--- config.mk ---
export PLATFORM = sky130hd
export DESIGN_NAME = arp_ctrl
export DESIGN_NICKNAME = d
export VERILOG_FILES = /design/src/rtl/arp_pkg.sv /design/src/rtl/arp_retry_timer.sv /design/src/rtl/arp_ctrl.sv
export SDC_FILE = /design/constraint.sdc
export NUM_CORES = 1
export LEC_CHECK = 0
export ABC_AREA = 1
export ABC_CLOCK_PERIOD_IN_PS = 3000
export BUFFER_PORTS_ARGS = -buffer_cell sky130_fd_sc_hd__clkbuf_2
export CORE_ASPECT_RATIO = 1.4
export CORE_UTILIZATION = 50
export DETAILED_ROUTE_END_ITERATION = 7
export PLACE_DENSITY = 0.85
export SLEW_MARGIN = 40
export SYNTH_ARGS = -nofsm -noshare
export SYNTH_HDL_FRONTEND = slang
export SYNTH_SLANG_ARGS = --single-unit
--- constraint.sdc ---
create_clock -name clk -period 3 [get_ports clk]
set_input_delay 0.45 -clock clk [delete_from_list [all_inputs] [get_ports clk]]
set_output_delay 0.45 -clock clk [all_outputs]
set_load 0.05 [all_outputs]
--- src/rtl/arp_pkg.sv ---
// ARP controller shared definitions: opcodes, broadcast MAC, FSM states, peer record.
// Latency: n/a (types and constants only).
// Backpressure: n/a.
package arp_pkg;

    localparam logic [15:0] ARP_OP_REQ = 16'h0001;
    localparam logic [15:0] ARP_OP_RPL = 16'h0002;
    localparam logic [47:0] MAC_BCAST  = 48'hFFFF_FFFF_FFFF;

    typedef enum logic [1:0] {
        IDLE     = 2'd0,
        REQ_TX   = 2'd1,
        REQ_WAIT = 2'd2,
        RPL_TX   = 2'd3
    } arp_state_t;

    // Sender of a received ARP request that still needs a reply.
    typedef struct packed {
        logic [47:0] mac;
        logic [31:0] ip;
    } arp_peer_t;

endpackage

--- src/rtl/arp_retry_timer.sv ---
// Retry timer: counts enabled, unfrozen cycles and flags the last cycle of the wait.
// Latency: expired is combinational from the count; the count updates one cycle later.
// Backpressure: freeze holds the count and masks expiry; clr wins over everything.
//
// Ports: clk/rstn clock and async active-low reset; clr zeroes the count;
//        en lets the count advance; freeze holds it; expired marks count==RETRY_CYCLES-1.
module arp_retry_timer #(
    parameter logic [31:0] RETRY_CYCLES = 32'd1_000_000
) (
    input  logic clk,
    input  logic rstn,
    input  logic clr,
    input  logic en,
    input  logic freeze,
    output logic expired
);

    logic [31:0] cnt;

    assign expired = en && !freeze && (cnt == (RETRY_CYCLES - 32'd1));

    always_ff @(posedge clk or negedge rstn) begin
        if (!rstn) begin
            cnt <= 32'd0;
        end else if (clr) begin
            cnt <= 32'd0;
        end else if (en && !freeze) begin
            // Wrap on expiry so the counter never runs past the window.
            cnt <= expired ? 32'd0 : cnt + 32'd1;
        end
    end

endmodule

--- src/rtl/arp_ctrl.sv ---
// ARP resolver: broadcasts requests for a target IP with timed retries, caches the
// peer MAC on a hit, and answers ARP requests addressed to local_ip.
// Latency: start -> request one cycle later; hit -> peer_mac_valid next cycle.
// Backpressure: arp_tx_* held stable until arp_tx_ack; one pending reply, newest wins.
//
// Ports: clk, rstn (async active-low); start/target_ip begin a resolution;
//        local_mac/local_ip identify this node; arp_rx_* is the parsed-frame strobe;
//        arp_tx_req/ack + arp_tx_op/dst_mac/dst_ip drive the frame builder;
//        peer_mac/peer_mac_valid, resolve_fail and busy report resolution status.
module arp_ctrl
    import arp_pkg::*;
#(
    parameter logic [31:0] RETRY_CYCLES = 32'd1_000_000,
    parameter int          MAX_RETRY    = 3
) (
    input  logic        clk,
    input  logic        rstn,
    input  logic        start,
    input  logic [47:0] local_mac,
    input  logic [31:0] local_ip,
    input  logic [31:0] target_ip,
    input  logic        arp_rx_valid,
    input  logic [15:0] arp_rx_op,
    input  logic [47:0] arp_rx_src_mac,
    input  logic [31:0] arp_rx_src_ip,
    input  logic [31:0] arp_rx_dst_ip,
    output logic        arp_tx_req,
    input  logic        arp_tx_ack,
    output logic [15:0] arp_tx_op,
    output logic [47:0] arp_tx_dst_mac,
    output logic [31:0] arp_tx_dst_ip,
    output logic [47:0] peer_mac,
    output logic        peer_mac_valid,
    output logic        resolve_fail,
    output logic        busy
);

    localparam int            RW          = $clog2(MAX_RETRY + 1);
    localparam logic [RW-1:0] MAX_RETRY_W = RW'(MAX_RETRY);

    arp_state_t    state, state_nxt;
    logic [31:0]   tgt_ip;
    logic [RW-1:0] retry_cnt;
    arp_peer_t     rpl_q;
    logic          rpl_pend;

    logic hit;
    logic rpl_cap;
    logic take_start;
    logic do_resolve;
    logic do_fail;
    logic tmr_clr;
    logic tmr_en;
    logic tmr_freeze;
    logic tmr_exp;
    logic enter_req;
    logic enter_rpl;

    // MAC source address is inserted by the frame builder, not here.
    logic unused_local_mac;
    assign unused_local_mac = ^local_mac;

    assign hit     = arp_rx_valid && (arp_rx_src_ip == tgt_ip) &&
                     ((arp_rx_op == ARP_OP_REQ) || (arp_rx_op == ARP_OP_RPL));
    assign rpl_cap = arp_rx_valid && (arp_rx_op == ARP_OP_REQ) &&
                     (arp_rx_dst_ip == local_ip);

    // A pending reply is served before the wait window continues, so the count
    // holds both while the reply is waiting to go out and while it is on the wire.
    assign tmr_en     = (state == REQ_WAIT);
    assign tmr_freeze = (state == RPL_TX) || rpl_pend;

    arp_retry_timer #(
        .RETRY_CYCLES(RETRY_CYCLES)
    ) u_timer (
        .clk    (clk),
        .rstn   (rstn),
        .clr    (tmr_clr),
        .en     (tmr_en),
        .freeze (tmr_freeze),
        .expired(tmr_exp)
    );

    always_ff @(posedge clk or negedge rstn) begin
        if (!rstn) begin
            state <= IDLE;
        end else begin
            state <= state_nxt;
        end
    end

    always_comb begin
        state_nxt  = state;
        take_start = 1'b0;
        do_resolve = 1'b0;
        do_fail    = 1'b0;
        tmr_clr    = 1'b0;
        case (state)
            IDLE: begin
                if (start) begin
                    state_nxt  = REQ_TX;
                    take_start = 1'b1;
                end else if (rpl_pend) begin
                    state_nxt = RPL_TX;
                end
            end
            REQ_TX: begin
                // Pending replies never preempt a request already being offered.
                if (arp_tx_ack) begin
                    state_nxt = REQ_WAIT;
                    tmr_clr   = 1'b1;
                end
            end
            REQ_WAIT: begin
                // Priority: hit, then pending reply, then expiry.
                if (hit) begin
                    state_nxt  = IDLE;
                    do_resolve = 1'b1;
                end else if (rpl_pend) begin
                    state_nxt = RPL_TX;
                end else if (tmr_exp) begin
                    if (retry_cnt == MAX_RETRY_W) begin
                        state_nxt = IDLE;
                        do_fail   = 1'b1;
                    end else begin
                        state_nxt = REQ_TX;
                    end
                end
            end
            RPL_TX: begin
                if (arp_tx_ack) begin
                    state_nxt = busy ? REQ_WAIT : IDLE;
                end
            end
            default: state_nxt = IDLE;
        endcase
    end

    assign enter_req  = (state_nxt == REQ_TX) && (state != REQ_TX);
    assign enter_rpl  = (state_nxt == RPL_TX) && (state != RPL_TX);
    assign arp_tx_req = (state == REQ_TX) || (state == RPL_TX);

    // Resolution status, target and retry count.
    always_ff @(posedge clk or negedge rstn) begin
        if (!rstn) begin
            tgt_ip         <= 32'd0;
            retry_cnt      <= '0;
            peer_mac       <= 48'd0;
            peer_mac_valid <= 1'b0;
            resolve_fail   <= 1'b0;
            busy           <= 1'b0;
        end else begin
            if (take_start) begin
                // start beats a simultaneous hit: the cache is left untouched.
                tgt_ip         <= target_ip;
                retry_cnt      <= '0;
                peer_mac_valid <= 1'b0;
                resolve_fail   <= 1'b0;
                busy           <= 1'b1;
            end else if (hit) begin
                peer_mac       <= arp_rx_src_mac;
                peer_mac_valid <= 1'b1;
            end
            if (do_resolve) begin
                busy         <= 1'b0;
                resolve_fail <= 1'b0;
            end
            if (do_fail) begin
                busy         <= 1'b0;
                resolve_fail <= 1'b1;
            end
            if ((state == REQ_TX) && arp_tx_ack && (retry_cnt != MAX_RETRY_W)) begin
                retry_cnt <= retry_cnt + RW'(1);
            end
        end
    end

    // One-deep reply latch. Pending drops when its contents are copied into the
    // transmit registers, so a request captured while a reply is on offer (including
    // the acceptance cycle) stays pending and is answered next.
    always_ff @(posedge clk or negedge rstn) begin
        if (!rstn) begin
            rpl_q    <= '0;
            rpl_pend <= 1'b0;
        end else if (rpl_cap) begin
            rpl_q.mac <= arp_rx_src_mac;
            rpl_q.ip  <= arp_rx_src_ip;
            rpl_pend  <= 1'b1;
        end else if (enter_rpl) begin
            rpl_pend <= 1'b0;
        end
    end

    // Transmit fields load only on entry to a transmit state and are otherwise held,
    // which keeps them stable across the whole handshake.
    always_ff @(posedge clk or negedge rstn) begin
        if (!rstn) begin
            arp_tx_op      <= 16'd0;
            arp_tx_dst_mac <= 48'd0;
            arp_tx_dst_ip  <= 32'd0;
        end else if (enter_req) begin
            arp_tx_op      <= ARP_OP_REQ;
            arp_tx_dst_mac <= MAC_BCAST;
            arp_tx_dst_ip  <= take_start ? target_ip : tgt_ip;
        end else if (enter_rpl) begin
            arp_tx_op      <= ARP_OP_RPL;
            arp_tx_dst_mac <= rpl_q.mac;
            arp_tx_dst_ip  <= rpl_q.ip;
        end
    end

endmodule

==> results.tsv <==
metric	value	unit
# nets final	2224	
Clock Power Share	0.222	
Final GP Congestion	0.898	
switch share	0.471	
status	completed	
post-synthesis compound-gate area fraction	0.0667	
Clock Skews	0.00839	ns
DIE AREA	27500	µm²
worst-skew pair later-pin latency	0.55	ns
Slowest cell on crit path	dfrtp_1	
hpwl dp	29100	µm
Fin. Hold Viols	0	
Buf+Inv Stages, Crit Path	3	
share of layout cells above drive strength 1	0.239	
Iter 0 DRT Violations	733	
Setup Buffers After CTS	0	
vias in the first global route	12700	
TritonCTS Sinks	282	
Internal	8750	µW
count of state elements after synthesis	282	
Post-Syn Instances	1655	
worst-margin pin slew	0.867	ns
max cap viols	0	
Switch Pwr	7780	µW
Clk pin slew, worst setup/hold paths	0.06	ns
I/O Buffers	330	
worst rel slew slack	0.422	
Critical Path RT	3.49	ns
final setup TNS	0	ns
row count	70	
Critical Path Max Stage Delay	0.40	ns
CTS tree	yes	
Routed WL per cell	17.4	µm
CTS Buf Count	28	
largest family of logic cells by synthesized area	simple AND/OR/NAND/NOR gates	
simple-gate share of the synthesized area	0.269	
root buffer cell	clkbuf_16	
WS Path Type	flop to flop	
ANT nets after route	0	
post-synth cell types	46	
final setup violation count	0	
Mean Syn Cell Area	8.11	µm²
Post-Layout Cell Count	2325	
vias post-DR	12400	
crit-path max FO	37	
worst vdd ir	649	µV
die span in y	196	µm
Overflow after GRT	0	
Slew Limit Fails	0	
Worst Hold Class	input port to flop	
first-pass GRT wire length	64100	µm
CP Data Arrival Time	3.14	ns
RSZ-0062 raised after global routing	false	
Seq/Total Area, Yosys	0.526	
Cell Area, Synth	13400	µm²
Cell Chain, Critical Path	ha_1 > nand2_1 > nor2_1 > inv_1 > nor2_2 > nand3_2 > a21oi_2 > nand3_2 > inv_2 > nand2_4 > nand2_4 > buf_12 > nand3_1 > nand2_1	
Comb pwr share	0.462	
P per Cell Area	1010	nW/µm²
Max Freq	377	MHz
crit share post-route	0.885	
Initial Util	0.511	
die width	140	µm
vias per cell	5.35	
H-tree Lvls	1	
initial antenna violation count	5	
Flop pwr share	0.317	
I/O pin count	393	
post-layout min period	2.65	ns
critical path endpoint category	flop	
CORE AREA	26300	µm²
GRT Util Overall	0.298	
CP startpoint kind	flop	
yosys warns	0	
clock buffer depth	3	
largest net degree at the start of global routing	90	
Top delay family on crit path	simple AND/OR/NAND/NOR gates	
# DRC	0	
first-pass iteration count of the detailed router	5	
Layout area overhead	21.8	%
LEAKAGE	0.00915	µW
adder-cell share of the synthesized area	0.00186	
Post-Synth XOR/XNOR Area	0.0130	
final wirelength	40400	µm
number of instances in the placed design	2270	
mux share of post-synthesis cell area	0.0403	
-- power by group through the flow --
stage | sequential [µW] | combinational (µW) | clock [µW]
after global routing | 5330 | 8290 | 3840
after detailed placement | 5270 | 7580 | 0
after global placement | 5230 | 7400 | 0
final | 5230 | 7630 | 3670
after floorplan | 7120 | 3610 | 0
after CTS | 5220 | 7630 | 3720
-- worst register-to-register path, cell delays in order, from the launching register on --
cell	delay [ns]
dfrtp_1	0.40
ha_1	0.18
nand2_1	0.08
nor2_1	0.13
inv_1	0.08
nor2_2	0.15
nand3_2	0.15
a21oi_2	0.20
nand3_2	0.33
inv_2	0.18
nand2_4	0.08
nand2_4	0.20
buf_12	0.25
nand3_1	0.11
nand2_1	0.09
-- repair_timing --
item	4_1_cts	5_1_grt
gates resized for setup	0	0
hold endpoints to repair	84	0
hold buffers	1	0
-- final timing paths --
check	start	endpoint	slack, ns	cells past startpoint
max in group asynchronous	rstn	peer_mac[29]$_DFFE_PN0P_	1.67	3
min in group asynchronous	rstn	peer_mac[11]$_DFFE_PN0P_	0.51	2
worst min-delay path	arp_rx_src_mac[8]	rpl_q[40]$_DFFE_PN0P_	0.11	3
worst max register to register	u_timer.cnt[0]$_DFFE_PN0P_	arp_tx_dst_ip[6]$_DFFE_PN0P_	0.35	14
worst min register to register	rpl_q[35]$_DFFE_PN0P_	rpl_q[35]$_DFFE_PN0P_	0.47	2
worst max-delay path	u_timer.cnt[0]$_DFFE_PN0P_	arp_tx_dst_ip[6]$_DFFE_PN0P_	0.35	14
-- flip-flops by register name, indices dropped and copies added (netlist names) --
register	cells
rpl_q	80
arp_tx_dst_mac	48
peer_mac	48
arp_tx_dst_ip	32
tgt_ip	32
u_timer.cnt	32
arp_tx_op	2
retry_cnt	2
state	2
busy	1
peer_mac_valid	1
resolve_fail	1
rpl_pend	1
-- synthesized netlist by cell type, drive strengths merged --
master | count | area [µm²]
a211oi | 5 | 37.5
a21boi | 1 | 7.51
a21oi | 17 | 88.8
a221oi | 1 | 8.76
a22o | 1 | 8.76
a22oi | 1 | 7.51
a311oi | 2 | 17.5
a31oi | 3 | 18.8
a32o | 1 | 10.0
buf | 49 | 352
clkbuf | 26 | 97.6
conb | 1 | 3.75
dfrtp | 282 | 7060
ha | 2 | 25.0
inv | 179 | 672
mux2 | 48 | 541
nand2 | 519 | 1970
nand3 | 76 | 408
nand3b | 2 | 15.0
nand4 | 16 | 100
nor2 | 240 | 926
nor3 | 21 | 116
nor4 | 8 | 50.1
o2111ai | 1 | 8.76
o21a | 3 | 22.5
o21ai | 113 | 566
o21bai | 1 | 11.3
o22ai | 12 | 75.1
o31ai | 1 | 7.51
or2 | 3 | 18.8
xnor2 | 5 | 43.8
xor2 | 15 | 131
-- cell type report --
class,count,area [µm²]
well taps,324,405
multi-input cells,1132,5310
flip-flops and latches,282,7060
clock inverters,13,158
inverters,179,672
diodes,5,12.5
clock buffers,36,802
repair buffers,354,1930
fillers,2153,9930
-- metrics by stage --
| step | power, µW | area [µm²] | hold WS (ns) | utilization | setup slack (ns) |
|---|---|---|---|---|---|
| after floorplan | 10700 | 13500 | 0.154 | - | 1.03 |
| after global placement | 12600 | 15400 | 0.447 | 0.585 | 0.343 |
| after detailed placement | 12800 | 15400 | 0.459 | 0.585 | 0.276 |
| after CTS | 16600 | 16300 | 0.0949 | 0.622 | 0.378 |
| after global routing | 17500 | 16300 | 0.111 | 0.622 | 0.148 |
| final | 16500 | 16300 | 0.107 | 0.622 | 0.346 |
-- metal layers --
layer | routed length, µm | vias up | track usage
met3 | 3080 | 124 | 0.0625
met1 | 14600 | 5938 | 0.332
met5 | 0 | - | 0
met2 | 20400 | 581 | 0.528
met4 | 2290 | 0 | 0.172
li1 | - | 5800 | -
-- kinds of logic after synthesis --
logic type,count (synthesis)
AO/OA/AOI/OAI,163
buffers and inverters,254
other,1
flip-flops,282
adder cells (fa/ha/maj),2
AND/OR/NAND/NOR,885
XOR/XNOR,20
multiplexers,48
-- cell usage in the layout (no fill, tap or decap), types with 12 or more instances in the layout --
cell type	netlist	final
o22ai_1	12	12
dfrtp_1	282	282
mux2_2	48	48
conb_1	1	14
a21oi_1	16	16
o21ai_0	112	112
buf_4	24	16
nand4_1	16	16
nand3_1	72	72
nor2_1	234	233
xor2_1	15	15
clkbuf_2	0	329
nand2_1	514	513
nor3_1	20	20
clkbuf_16	0	29
inv_1	174	172
No activity file was read; power rests on OpenSTA's default activity.
